===== src/rtl/nios2_oci_dct_pkg.sv =====
// Shared constants and code type for the OCI DCT trace packer.
// The packer top optionally adds drop accounting under NIOS2_OCI_DCT_DROP_CNT_EN.
package nios2_oci_dct_pkg;

  localparam int CODE_W = 2;
  localparam int SLOTS  = 15;
  localparam int CNT_W  = 4;
  localparam int BUF_W  = SLOTS * CODE_W;
  localparam int DROP_W = 8;

  typedef logic [CODE_W-1:0] dct_code_t;

  localparam dct_code_t DCT_NONE = 2'b00;
  localparam dct_code_t DCT_NT   = 2'b01;
  localparam dct_code_t DCT_TK   = 2'b10;
  localparam dct_code_t DCT_EXC  = 2'b11;

  function automatic logic is_code(input dct_code_t c);
    return c != DCT_NONE;
  endfunction

endpackage


===== src/rtl/nios2_oci_dct_frame_reg.sv =====
// Single-entry valid/ready holding register for packed DCT frames.
// A load on the same edge as a handshake keeps the slot full (back-to-back).
module nios2_oci_dct_frame_reg #(
  parameter int DATA_W = 30,
  parameter int CNT_W  = 4
) (
  input  logic              clk,
  input  logic              reset,
  input  logic              load_i,
  input  logic [DATA_W-1:0] data_i,
  input  logic [CNT_W-1:0]  count_i,
  input  logic              ready_i,
  output logic              valid_o,
  output logic [DATA_W-1:0] data_o,
  output logic [CNT_W-1:0]  count_o
);
  import nios2_oci_dct_pkg::*;

  logic              valid_q, valid_d;
  logic [DATA_W-1:0] data_q, data_d;
  logic [CNT_W-1:0]  count_q, count_d;

  always_comb begin
    valid_d = valid_q & !ready_i;
    data_d  = data_q;
    count_d = count_q;
    if (load_i) begin
      valid_d = 1'b1;
      data_d  = data_i;
      count_d = count_i;
    end
  end

  always_ff @(posedge clk) begin
    if (reset) begin
      valid_q <= 1'b0;
      data_q  <= '0;
      count_q <= '0;
    end else begin
      valid_q <= valid_d;
      data_q  <= data_d;
      count_q <= count_d;
    end
  end

  assign valid_o = valid_q;
  assign data_o  = data_q;
  assign count_o = count_q;

endmodule


===== src/rtl/nios2_oci_dct_packer.sv =====
// Packs 2-bit DCT codes into 15-slot frames and drives the stop handshake.
// NIOS2_OCI_DCT_DROP_CNT_EN adds a saturating count of rejected codes.
module nios2_oci_dct_packer #(
  parameter int SLOTS  = nios2_oci_dct_pkg::SLOTS,
  parameter int CODE_W = nios2_oci_dct_pkg::CODE_W,
  parameter int CNT_W  = nios2_oci_dct_pkg::CNT_W
`ifdef NIOS2_OCI_DCT_DROP_CNT_EN
  ,
  parameter int DROP_W = nios2_oci_dct_pkg::DROP_W
`endif
) (
  input  logic                     clk,
  input  logic                     reset,
  input  logic                     code_valid,
  input  logic [CODE_W-1:0]        code,
  output logic                     code_ready,
  input  logic                     flush,
  input  logic                     trc_stop,
  output logic                     frm_valid,
  input  logic                     frm_ready,
  output logic [SLOTS*CODE_W-1:0]  frm_data,
  output logic [CNT_W-1:0]         frm_count,
  output logic [SLOTS*CODE_W-1:0]  dct_buffer,
  output logic [CNT_W-1:0]         dct_count,
  output logic                     test_ending,
  output logic                     test_has_ended
`ifdef NIOS2_OCI_DCT_DROP_CNT_EN
  ,
  output logic [DROP_W-1:0]        drop_cnt
`endif
);
  import nios2_oci_dct_pkg::*;

  localparam int BUF_W = SLOTS * CODE_W;
  localparam logic [CNT_W-1:0] FULL = CNT_W'(SLOTS);

  logic [BUF_W-1:0] buf_q, buf_d, buf_n;
  logic [CNT_W-1:0] cnt_q, cnt_d, cnt_n;
  logic             flush_pend_q, flush_pend_d, flush_pend_n;
  logic             stop_pend_q, stop_pend_d;
  logic             ended_q, ended_d;
  logic             accept, slot_free, xfer, ending;
  logic             frm_valid_w;

  assign code_ready = (cnt_q < FULL) & !stop_pend_q;
  assign accept     = code_valid & code_ready &
                      (code != CODE_W'(DCT_NONE));
  assign slot_free  = !frm_valid_w | frm_ready;

  always_comb begin
    buf_n = buf_q;
    cnt_n = cnt_q;
    if (accept) begin
      buf_n = {code, buf_q[BUF_W-1:CODE_W]};
      cnt_n = cnt_q + CNT_W'(1);
    end
    flush_pend_n = flush_pend_q | flush | trc_stop;
    xfer = slot_free &
           ((cnt_n == FULL) | (flush_pend_n & (cnt_n != '0)));
    // Stop completes only once accumulator and frame slot are both empty.
    ending = stop_pend_q & (cnt_q == '0) & !frm_valid_w;
    buf_d = xfer ? '0 : buf_n;
    cnt_d = xfer ? '0 : cnt_n;
    flush_pend_d = flush_pend_n & !xfer & (cnt_n != '0);
    stop_pend_d  = (stop_pend_q & !ending) | trc_stop;
    ended_d      = ended_q | ending;
  end

  always_ff @(posedge clk) begin
    if (reset) begin
      buf_q        <= '0;
      cnt_q        <= '0;
      flush_pend_q <= 1'b0;
      stop_pend_q  <= 1'b0;
      ended_q      <= 1'b0;
    end else begin
      buf_q        <= buf_d;
      cnt_q        <= cnt_d;
      flush_pend_q <= flush_pend_d;
      stop_pend_q  <= stop_pend_d;
      ended_q      <= ended_d;
    end
  end

  nios2_oci_dct_frame_reg #(
    .DATA_W (BUF_W),
    .CNT_W  (CNT_W)
  ) u_frame (
    .clk     (clk),
    .reset   (reset),
    .load_i  (xfer),
    .data_i  (buf_n),
    .count_i (cnt_n),
    .ready_i (frm_ready),
    .valid_o (frm_valid_w),
    .data_o  (frm_data),
    .count_o (frm_count)
  );

  assign frm_valid      = frm_valid_w;
  assign dct_buffer     = buf_q;
  assign dct_count      = cnt_q;
  assign test_ending    = ending;
  assign test_has_ended = ended_q;

`ifdef NIOS2_OCI_DCT_DROP_CNT_EN
  logic [DROP_W-1:0] drop_q, drop_d;

  always_comb begin
    drop_d = drop_q;
    if (code_valid & !code_ready &
        (code != CODE_W'(DCT_NONE)) & ~&drop_q)
      drop_d = drop_q + DROP_W'(1);
  end

  always_ff @(posedge clk) begin
    if (reset) drop_q <= '0;
    else       drop_q <= drop_d;
  end

  assign drop_cnt = drop_q;
`else
  // Rejected codes are simply not taken; nothing is counted.
`endif

endmodule


===== config.mk =====
export PLATFORM = sky130hd
export DESIGN_NAME = nios2_oci_dct_packer
export DESIGN_NICKNAME = d
export VERILOG_FILES = /design/src/rtl/nios2_oci_dct_pkg.sv /design/src/rtl/nios2_oci_dct_frame_reg.sv /design/src/rtl/nios2_oci_dct_packer.sv
export SDC_FILE = /design/constraint.sdc
export NUM_CORES = 1
export LEC_CHECK = 0
export ABC_CLOCK_PERIOD_IN_PS = 3900
export CAP_MARGIN = 30
export CORE_MARGIN = 2
export CORE_UTILIZATION = 50
export DETAILED_ROUTE_END_ITERATION = 7
export PLACE_DENSITY = 0.81
export RECOVER_POWER = 50
export SETUP_SLACK_MARGIN = 0.05
export SKIP_LAST_GASP = 1
export SYNTH_ARGS = -nofsm -noshare
export SYNTH_HDL_FRONTEND = slang
export SYNTH_SLANG_ARGS = --single-unit

===== constraint.sdc =====
create_clock -name clk -period 3.9 [get_ports clk]
set_input_delay 0.975 -clock clk [delete_from_list [all_inputs] [get_ports clk]]
set_output_delay 0.975 -clock clk [all_outputs]
set_load 0.01 [all_outputs]

# == Yosys cells after proc, flatten, opt, wreduce, memory -nomap -nowiden ==
# Index checks and enable logic that the tools add are counted.
# totals
regBits,72
# op_classes
n_eq_ne,1
n_reduce_logical,9
bitwise,17
order_cmp,1
n_addsub,1
n_mux,3
# op_table
cell,n
$mux W30,1
$and A1 B1 Y1,11
$or A1 B1 Y1,6
$logic_not A1 Y1,5
$add A4 B1 Y4 const B,1
$eq A4 B4 Y1 const B,1
$logic_not A4 Y1,1
$lt A4 B4 Y1 const B,1
$mux W4,1
$reduce_bool A4 Y1,1
$reduce_bool A2 Y1,1
$reduce_or A2 Y1,1
$mux W1,1

# == Depth between registers and ports, before layout ==
# Gate-level depths: netlist (run 1).
# logic_depth
depth_word,12
mapped_depth,9
ltp_nobuf,7

# == By module ==
# A second synthesis (run 1) with hierarchy kept.
# hier_totals
hier_cells,274
area_unflattened_um2,3050.4
# by_module_without_submodules
mod,seq_area_each_um2,area_per_inst_um2,instances,cells_per_inst
nios2_oci_dct_packer,740.7,1778.0,1,160
nios2_oci_dct_frame_reg,700.7,1272.5,1,114

# == Worst setup path before layout (run 1) ==
# OpenSTA, ideal clock, no wires.
# synth_path
path_kind,input-to-reg
startpoint,input code[1]
endpoint,register u_frame.data_q[28] (netlist: u_frame.data_o[28])
required_ps,3770
slack_ps,1364
arrival_time_ps,2406
path_stages,8
path_cell_list,or2_1 clkbuf_1 and4_1 o31ai_1 a21oi_1 o21ai_2 buf_2 o22ai_1
# synth_between
elab_chain_cells,7
elab_cells_between_ends,9
classes_between,eq/ne (1); mux (2); bitwise (4); reduce/logical (2)
# synth_lines
item,line_no,source
from (decl),nios2_oci_dct_packer.sv:15,"input logic [CODE_W-1:0] code,"
$reduce_bool A2 Y1 *,nios2_oci_dct_packer.sv:47,(code != CODE_W'(DCT_NONE));
$and A1 B1 Y1 *,nios2_oci_dct_packer.sv:46,assign accept = code_valid & code_ready &
$mux W4,nios2_oci_dct_packer.sv:53,if (accept) begin
$reduce_bool A4 Y1,nios2_oci_dct_packer.sv:59,((cnt_n == FULL) | (flush_pend_n & (cnt_n != '0)));
$and A1 B1 Y1,nios2_oci_dct_packer.sv:59,
$or A1 B1 Y1,nios2_oci_dct_packer.sv:59,
$and A1 B1 Y1,nios2_oci_dct_packer.sv:58,xfer = slot_free &
to (signal assigned),nios2_oci_dct_frame_reg.sv:41,data_q <= data_d;
to (decl),nios2_oci_dct_frame_reg.sv:20,"logic [DATA_W-1:0] data_q, data_d;"
# Every way passes the cells marked *; elsewhere a longest branch is shown, timed or not.
# A chain may end at the register's enable or synchronous reset.

# == Worst setup path in the final report (run 1) ==
# layout_path
startpoint,register cnt_q[0] (netlist: dct_count[0])
endpoint,output code_ready
# layout_between
elab_chain_cells,2
# layout_lines
item,line_no,source
from (decl),nios2_oci_dct_packer.sv:38,"logic [CNT_W-1:0] cnt_q, cnt_d, cnt_n;"
from (signal assigned),nios2_oci_dct_packer.sv:78,cnt_q <= cnt_d;
$lt A4 B4 Y1,nios2_oci_dct_packer.sv:45,assign code_ready = (cnt_q < FULL) & !stop_pend_q;
$and A1 B1 Y1,nios2_oci_dct_packer.sv:45,
to (decl),nios2_oci_dct_packer.sv:16,"output logic code_ready,"
# Every way passes these cells.

==> metrics.md, run 1 <==
| Metric | Value |
|---|---|
| Part of the power in the clock network | `between 30 and 40%` |
| P per Cell Area | `just under 400 nW/um2` |
| Max Fclk | `between 0.3 and 0.4 GHz` |
| Antenna diode count | `0` |
| GR Overflow Total | `0` |
| Switching power of the nets | `between 300 and 400 uW` |
| Setup TNS | `0 ps` |
| Synth unique cells | `38` |
| Final Hold Fails | `0` |
| Commonest non-fill, non-tap cell in the layout | `dfxtp_1` |
| Clock period minus worst slack | `between 3000 and 4000 ps` |
| Clock skew | `around 6.3 ps` |
| Die width | `77.74 um` |
| Worst-skew pair later-pin latency | `about 330 ps` |
| Max-slew headroom | `63.34%` |
| RSZ-0062 raised after global routing | `no` |
| Initial DRC count | `approximately 120` |
| Worst Path Buf+Inv | `1` |
| Share of the synthesized area in the top cell type | `between 50% and 60%` |
| # hold bufs at CTS | `0` |
| Seq cells post-synth | `72` |
| Postcts setup bufs | `0` |
| I/O pins | `80` |
| Post-DR vias/cell | `slightly above 5` |
| Non-Filler Cell Area, Final | `3696 um2` |
| Worst Tran Pin Value | `between 500 and 600 ps` |
| Die ar. | `6044 um2` |
| Net Count, Synth | `296` |
| Logic pwr share | `between 10% and 20%` |
| Share of total power in sequential cells | `between 50 and 60%` |
| Routed wire length | `approximately 6000 um` |
| Total number of yosys warnings | `0` |
| Crit path arrival time | `2060 ps` |
| Critical Path Slowest Stage Cell | `dfxtp_1` |
| CTS Sinks | `approximately 70` |
| Number of global-route vias before repair | `between 2000 and 2500` |
| Gr usage total | `between 20 and 25%` |
| Leading area contributor after synthesis | `dfxtp_1` |
| Area delta synth->final | `35.94%` |
| Dpl hpwl | `a little over 4000 um` |
| Post-Synthesis Cell Area | `~2700 um2` |
| WP data required | `between 2000 and 3000 ps` |
| Root buffer cell | `clkbuf_8` |
| VDD IR max | `about 260 uV` |
| Largest net degree at the start of global routing | `48` |
| Placed cell areas | `about 3500 um2` |
| Share of cells above drive strength 1 | `~6.3%` |
| Status | `complete, no violations` |
| CORE AREA | `5172 um2` |
| Pins Over Slew Limit | `0` |
| Drt wl/cell | `between 10 and 15 um` |
| Row cnt | `26` |
| Post-Layout Cell Count | `approximately 440` |
| Synth area leaders | `dfxtp_1 53%, mux2i_1 11%, o22ai_1 7.4%` |
| Post-synth EDFFs | `0` |
| Sequential share of the synthesized area | `a little over half` |
| Switching portion of total power | `25.64%` |
| Port-buffer cells | `between 70 and 80` |
| Internal | `about 1100 uW` |
| TritonCTS clock tree | `done` |
| Synth Flop Type | `dfxtp_1` |
| P_leak | `between 0.0015 and 0.002 uW` |
| Critical path's largest stage delay | `570 ps` |
| Final number of setup-violating endpoints | `0` |
| Initial Util | `about 53%` |
| Placed cells | `approximately 420` |
| MaxCap Viol Count | `0` |
| ANT nets after route | `0` |
| First-pass GRT wire length | `~9700 um` |
| Final period utilization | `between 70% and 80%` |
| Number of fill cells in the layout | `around 400` |
| Total CTS buffers | `9` |
| Cell breakdown of the critical path | `ha_1, and3_4, nor2_1, clkdlybuf4s50_1` |
| Async set or reset register ratio after synthesis | `0%` |
| Antenna violations before repair | `0` |
| GPL Wtd Cong | `around 0.84` |
| Synthesized area per cell | `~9.5 um2` |
| Layout Utilization | `between 70% and 80%` |
| Clk buf depth | `2` |
| Top delay family on crit path | `flip-flops` |
| Setup crit start kind | `flop` |
| Most frequent cells in the layout | `72 x dfxtp_1, 70 x dlygate4sd3_1, 44 x nor2_1` |
| Worst min path class | `reg2reg` |
| Post-cts sizing count | `0` |
| R2r setup slk | `about 1300 ps` |
| Die height | `just under 80 um` |
| Clock transition at the registers of the reported paths | `about 70 ps` |
| Setup CP Type | `reg2out` |
| Final Net Count | `372` |
| DRT Pass-1 Iters | `4` |
| CTS H-tree depth | `3` |
| Via count | `2258` |
| Critical path peak fanout | `11` |
| Syn Inst Count | `286` |
| # DRC | `0` |
| Critical Path Sink Type | `output port` |
==> worst paths after layout <==
check,from,endpoint,cells past startpoint
max,dct_count[0],code_ready,4
min,test_has_ended,test_has_ended,2
min reg2reg,test_has_ended,test_has_ended,2
max reg2reg,dct_count[0],u_frame.data_o[3],8
==> stage by stage <==
step,worst slack (ps),hold WS [ps],power (uW)
2_1_floorplan,1364,469.6,890.5
3_3_place_gp,728.5,436.9,938.1
3_5_place_dp,677.6,437.4,939.3
4_1_cts,859.2,447.8,1463
5_1_grt,693.2,470.4,1505
6_report,869.9,441.2,1445
==> power groups by stage <==
stage / clock (uW) / sequential (uW) / combinational [uW]
2_1_floorplan: 0 / 777 / 113
3_3_place_gp: 0 / 776 / 162
3_5_place_dp: 0 / 777 / 162
4_1_cts: 539 / 760 / 164
5_1_grt: 570 / 762 / 173
6_report: 526 / 759 / 159
==> tightest hold or removal path, stage by stage (launching register included) <==
cell	delay, ps
dfxtp_1	310
inv_1	40
a21oi_1	50
==> layer usage <==
metal	up-vias	track usage [%]	part of all wire, %
met2	70	33.02	48
met4	0	11.25	2.9
met1	1056	24.81	45
met3	18	3.721	3.9
li1	1114	-	-
met5	-	0	0
==> state kept, by name, indices dropped and copies added (netlist names) <==
name,cells
test_has_ended,1
u_frame.count_o,4
dct_count,4
stop_pend_q,1
u_frame.data_o,30
dct_buffer,30
u_frame.valid_o,1
flush_pend_q,1
==> cells in the mapped netlist, types with 2 or more instances <==
cell       number
dfxtp_1        72
nor2_1         44
inv_1          37
o22ai_1        32
mux2i_1        31
buf_2           8
a21oi_1         7
nand2_1         6
buf_4           4
nand2b_1        4
o21ai_0         4
clkbuf_1        3
nor2b_1         3
a21boi_0        2
and3b_1         2
buf_6           2
ha_1            2
nor3_1          2
o2111ai_1       2
==> logic make-up after synthesis <==
family	count (synthesis)	share of synthesized area, %
AOI/OAI and AO/OA	55	12.98
xor gates and xnor gates	1	0.3222
muxes	31	11.41
buffers and inverters	55	9.066
and+or+nand+nor	70	12.29
DFF	72	53.01
adders and majority gates	2	0.9202
==> area by class of cell <==
| class | instances | area [um2] | share of cell area, % |
|---|---|---|---|
| well taps | 70 | 87.58 | 2.370 |
| clock buffers | 11 | 151.4 | 4.096 |
| inverters | 37 | 138.9 | 3.758 |
| multi-input cells | 159 | 1027 | 27.79 |
| repair buffers | 83 | 820.8 | 22.21 |
| flip-flops and latches | 72 | 1441 | 39.00 |
| clock inverters | 4 | 28.78 | 0.7786 |
Power figures use the tool's default switching activity.
==> run 2, diff against run 1 <==
--- a/config.mk
+++ b/config.mk
@@ -5,12 +5,12 @@
 export SDC_FILE = /design/constraint.sdc
 export NUM_CORES = 1
 export LEC_CHECK = 0
-export ABC_CLOCK_PERIOD_IN_PS = 3900
+export ABC_CLOCK_PERIOD_IN_PS = 2700
 export CAP_MARGIN = 30
 export CORE_MARGIN = 2
-export CORE_UTILIZATION = 50
+export CORE_UTILIZATION = 42
 export DETAILED_ROUTE_END_ITERATION = 7
-export PLACE_DENSITY = 0.81
+export PLACE_DENSITY = 0.72
 export RECOVER_POWER = 50
 export SETUP_SLACK_MARGIN = 0.05
 export SKIP_LAST_GASP = 1
==> constraint.sdc (replaced) <==
create_clock -name clk -period 2.7 [get_ports clk]
set_input_delay 0.675 -clock clk [delete_from_list [all_inputs] [get_ports clk]]
set_output_delay 0.675 -clock clk [all_outputs]
set_load 0.01 [all_outputs]
==> metrics.md, run 2 (synthesis results as in run 1) <==
| Metric | Value |
|---|---|
| Setup CP Type | `reg2out (unchanged)` |
| Clk buf depth | `2 (unchanged)` |
| Max-slew headroom | `73.67% (was 63.34%)` |
| Post-DR vias/cell | `4.871 (was 5.179)` |
| First-pass GRT wire length | `9798 um (was 9680 um)` |
| Max Fclk | `around 0.4 GHz` |
| Pins Over Slew Limit | `0 (unchanged)` |
| WP data required | `2030 ps (was 2920 ps)` |
| Final Net Count | `380 (was 372)` |
| Gr usage total | `17.14% (was 20.12%)` |
| CORE AREA | `6314 um2 (was 5172 um2)` |
| Root buffer cell | `clkbuf_8 (unchanged)` |
| Final number of setup-violating endpoints | `0 (unchanged)` |
| DRT Pass-1 Iters | `4 (unchanged)` |
| Most frequent cells in the layout | `71 x dfxtp_1, 69 x dlygate4sd3_1, 44 x nor2_1 (was 72 x dfxtp_1, 70 x dlygate4sd3_1, 44 x nor2_1)` |
| Commonest non-fill, non-tap cell in the layout | `dfxtp_1 (unchanged)` |
| R2r setup slk | `510 ps (was 1300 ps)` |
| VDD IR max | `349.9 uV (was 258.3 uV)` |
| CTS Sinks | `72 (unchanged)` |
| Antenna diode count | `0 (unchanged)` |
| Area delta synth->final | `41.60% (was 35.94%)` |
| TritonCTS clock tree | `done (unchanged)` |
| CTS H-tree depth | `3 (unchanged)` |
| Clock skew | `5.221 ps (was 6.311 ps)` |
| Dpl hpwl | `4142 um (was 4128 um)` |
| Row cnt | `29 (was 26)` |
| PnR worst setup slack | `189.5 ps (was 869.9 ps)` |
| Hold Path End | `test_has_ended (unchanged)` |
| ANT nets after route | `0 (unchanged)` |
| Port-buffer cells | `79 (unchanged)` |
| Final Hold Fails | `0 (unchanged)` |
| Die height | `84.46 um (was 77.74 um)` |
| MaxCap Viol Count | `0 (unchanged)` |
| Critical Path Sink Type | `output port (unchanged)` |
| Reg2Reg Depth | `7 (was 8)` |
| P per Cell Area | `589.2 nW/um2 (was 391.0 nW/um2)` |
| Largest net degree at the start of global routing | `52 (was 48)` |
| Hold Path Cell Cnt | `2 (unchanged)` |
| Initial Util | `43.06% (was 52.56%)` |
| Antenna violations before repair | `0 (unchanged)` |
| Via count | `2197 (was 2258)` |
| Setup crit start kind | `flop (unchanged)` |
| Initial DRC count | `91 (was 115)` |
| Critical path peak fanout | `11 (unchanged)` |
| Post-Layout Cell Count | `451 (was 436)` |
| Dpl ws | `-36.01 ps (was 677.6 ps)` |
| # DRC | `0 (unchanged)` |
| Worst Tran Pin Value | `394.5 ps (was 545.7 ps)` |
| Status | `complete, no violations (unchanged)` |
| Worst min path class | `reg2reg (unchanged)` |
| Clock transition at the registers of the reported paths | `70 ps (about the same)` |
| P_leak | `0.001632 uW (was 0.001557 uW)` |
| Drt wl/cell | `13.06 um (was 13.70 um)` |
| R2R Path End | `u_frame.data_o[5] (was u_frame.data_o[3])` |
| Die ar. | `7133 um2 (was 6044 um2)` |
| Worst Hold Margin | `444.6 ps (was 441.2 ps)` |
| RSZ-0062 raised after global routing | `yes (was no)` |
| Placed cell areas | `3621 um2 (was 3527 um2)` |
| Share of cells above drive strength 1 | `9.358% (was 6.284%)` |
| Routed wire length | `5888 um (was 5974 um)` |
| Clock period minus worst slack | `around 2500 ps` |
| Non-Filler Cell Area, Final | `3850 um2 (was 3696 um2)` |
| Total CTS buffers | `9 (unchanged)` |
| GPL Wtd Cong | `0.7519 (was 0.8378)` |
| Die width | `84.46 um (was 77.74 um)` |
| Worst-skew pair later-pin latency | `340 ps (was 330 ps)` |
| # hold bufs at CTS | `0 (unchanged)` |
| Layout Utilization | `60.98% (was 71.46%)` |
| Number of fill cells in the layout | `543 (was 403)` |
| Hold path start | `test_has_ended (unchanged)` |
| Crit path arrival time | `1840 ps (was 2060 ps)` |
| Placed cells | `436 (was 421)` |
| Final period utilization | `between 90 and 100%` |
| Number of global-route vias before repair | `2123 (was 2120)` |
| I/O pins | `80 (unchanged)` |
| Origin of the critical flop-to-flop path | `dct_count[0] (unchanged)` |
| GR Overflow Total | `0 (unchanged)` |
## run 2: cell count changes in the layout (fill, tap and decap cells not counted), sizes merged
| cell | change |
|---|---|
| buf | +8 |
| bufinv | +2 |
| clkbuf | -1 |
| clkdlybuf4s50 | +1 |
| clkinv | +1 |
| clkinvlp | -1 |
| dlygate4sd3 | -1 |
| inv | -1 |
## run 2: worst max-delay path by stage
| stage | endpoint | slack, ps | cells past startpoint | start |
|---|---|---|---|---|
| after detailed placement | u_frame.data_o[13] | -40 | 8 | code[1] |
| after CTS | test_ending | 90 | 6 | dct_count[0] |
| after floorplan | u_frame.data_o[28] | 460 | 8 | code[1] |
| after global placement | u_frame.data_o[17] | -30 | 8 | code[1] |
| after global routing | test_ending | 50 | 6 | dct_count[1] |
| final | code_ready | 190 | 4 | dct_count[0] |
## run 2: cell type report
| class | instances | area, um2 | area share [%] |
|---|---|---|---|
| Clock buffer | 10 | 137.6 | 3.575 |
| Tap cell | 77 | 96.34 | 2.502 |
| Sequential cell | 72 | 1443 | 37.47 |
| Inverter | 37 | 138.9 | 3.607 |
| Multi-Input combinational cell | 159 | 1047 | 27.20 |
| Clock inverter | 5 | 81.33 | 2.112 |
| Timing Repair Buffer | 91 | 905.9 | 23.53 |
## run 2: stage by stage
stage / setup TNS, ps / power (uW)
final: 0 / 2268
after global placement: -441.4 / 1379
after floorplan: 0 / 1286
after global routing: 0 / 2355
after detailed placement: -572.2 / 1381
after CTS: 0 / 2296
## run 2: worst max-delay path: stages, from the launching register on
cell and delay (ps):
dfxtp_2 440, ha_2 290, and3_4 230, nor2_1 50, clkdlybuf4s50_1 480
## run 2: report_power, final
group          leakage [uW]  internal [uW]  total, uW  switching [uW]
Sequential         0.000582           1080       1100            17.5
Clock              0.000108            540        918             378
Combinational      0.000942            113        253             140
## run 2: timing repair
| item | 4_1_cts | 5_1_grt |
|---|---|---|
| setup endpoints to repair | 2 | 2 |
| resized for setup | 1 | 2 |
| buffers inserted | 0 | 0 |
## run 2: metal layers
metal | part of all wire (%) | track usage (%) | up-vias
met5 | 0 | 0 | -
met4 | 2.3 | 9.091 | 0
met3 | 4.7 | 4.228 | 11
met1 | 48 | 22.56 | 1002
met2 | 45 | 26.05 | 47
li1 | - | - | 1137
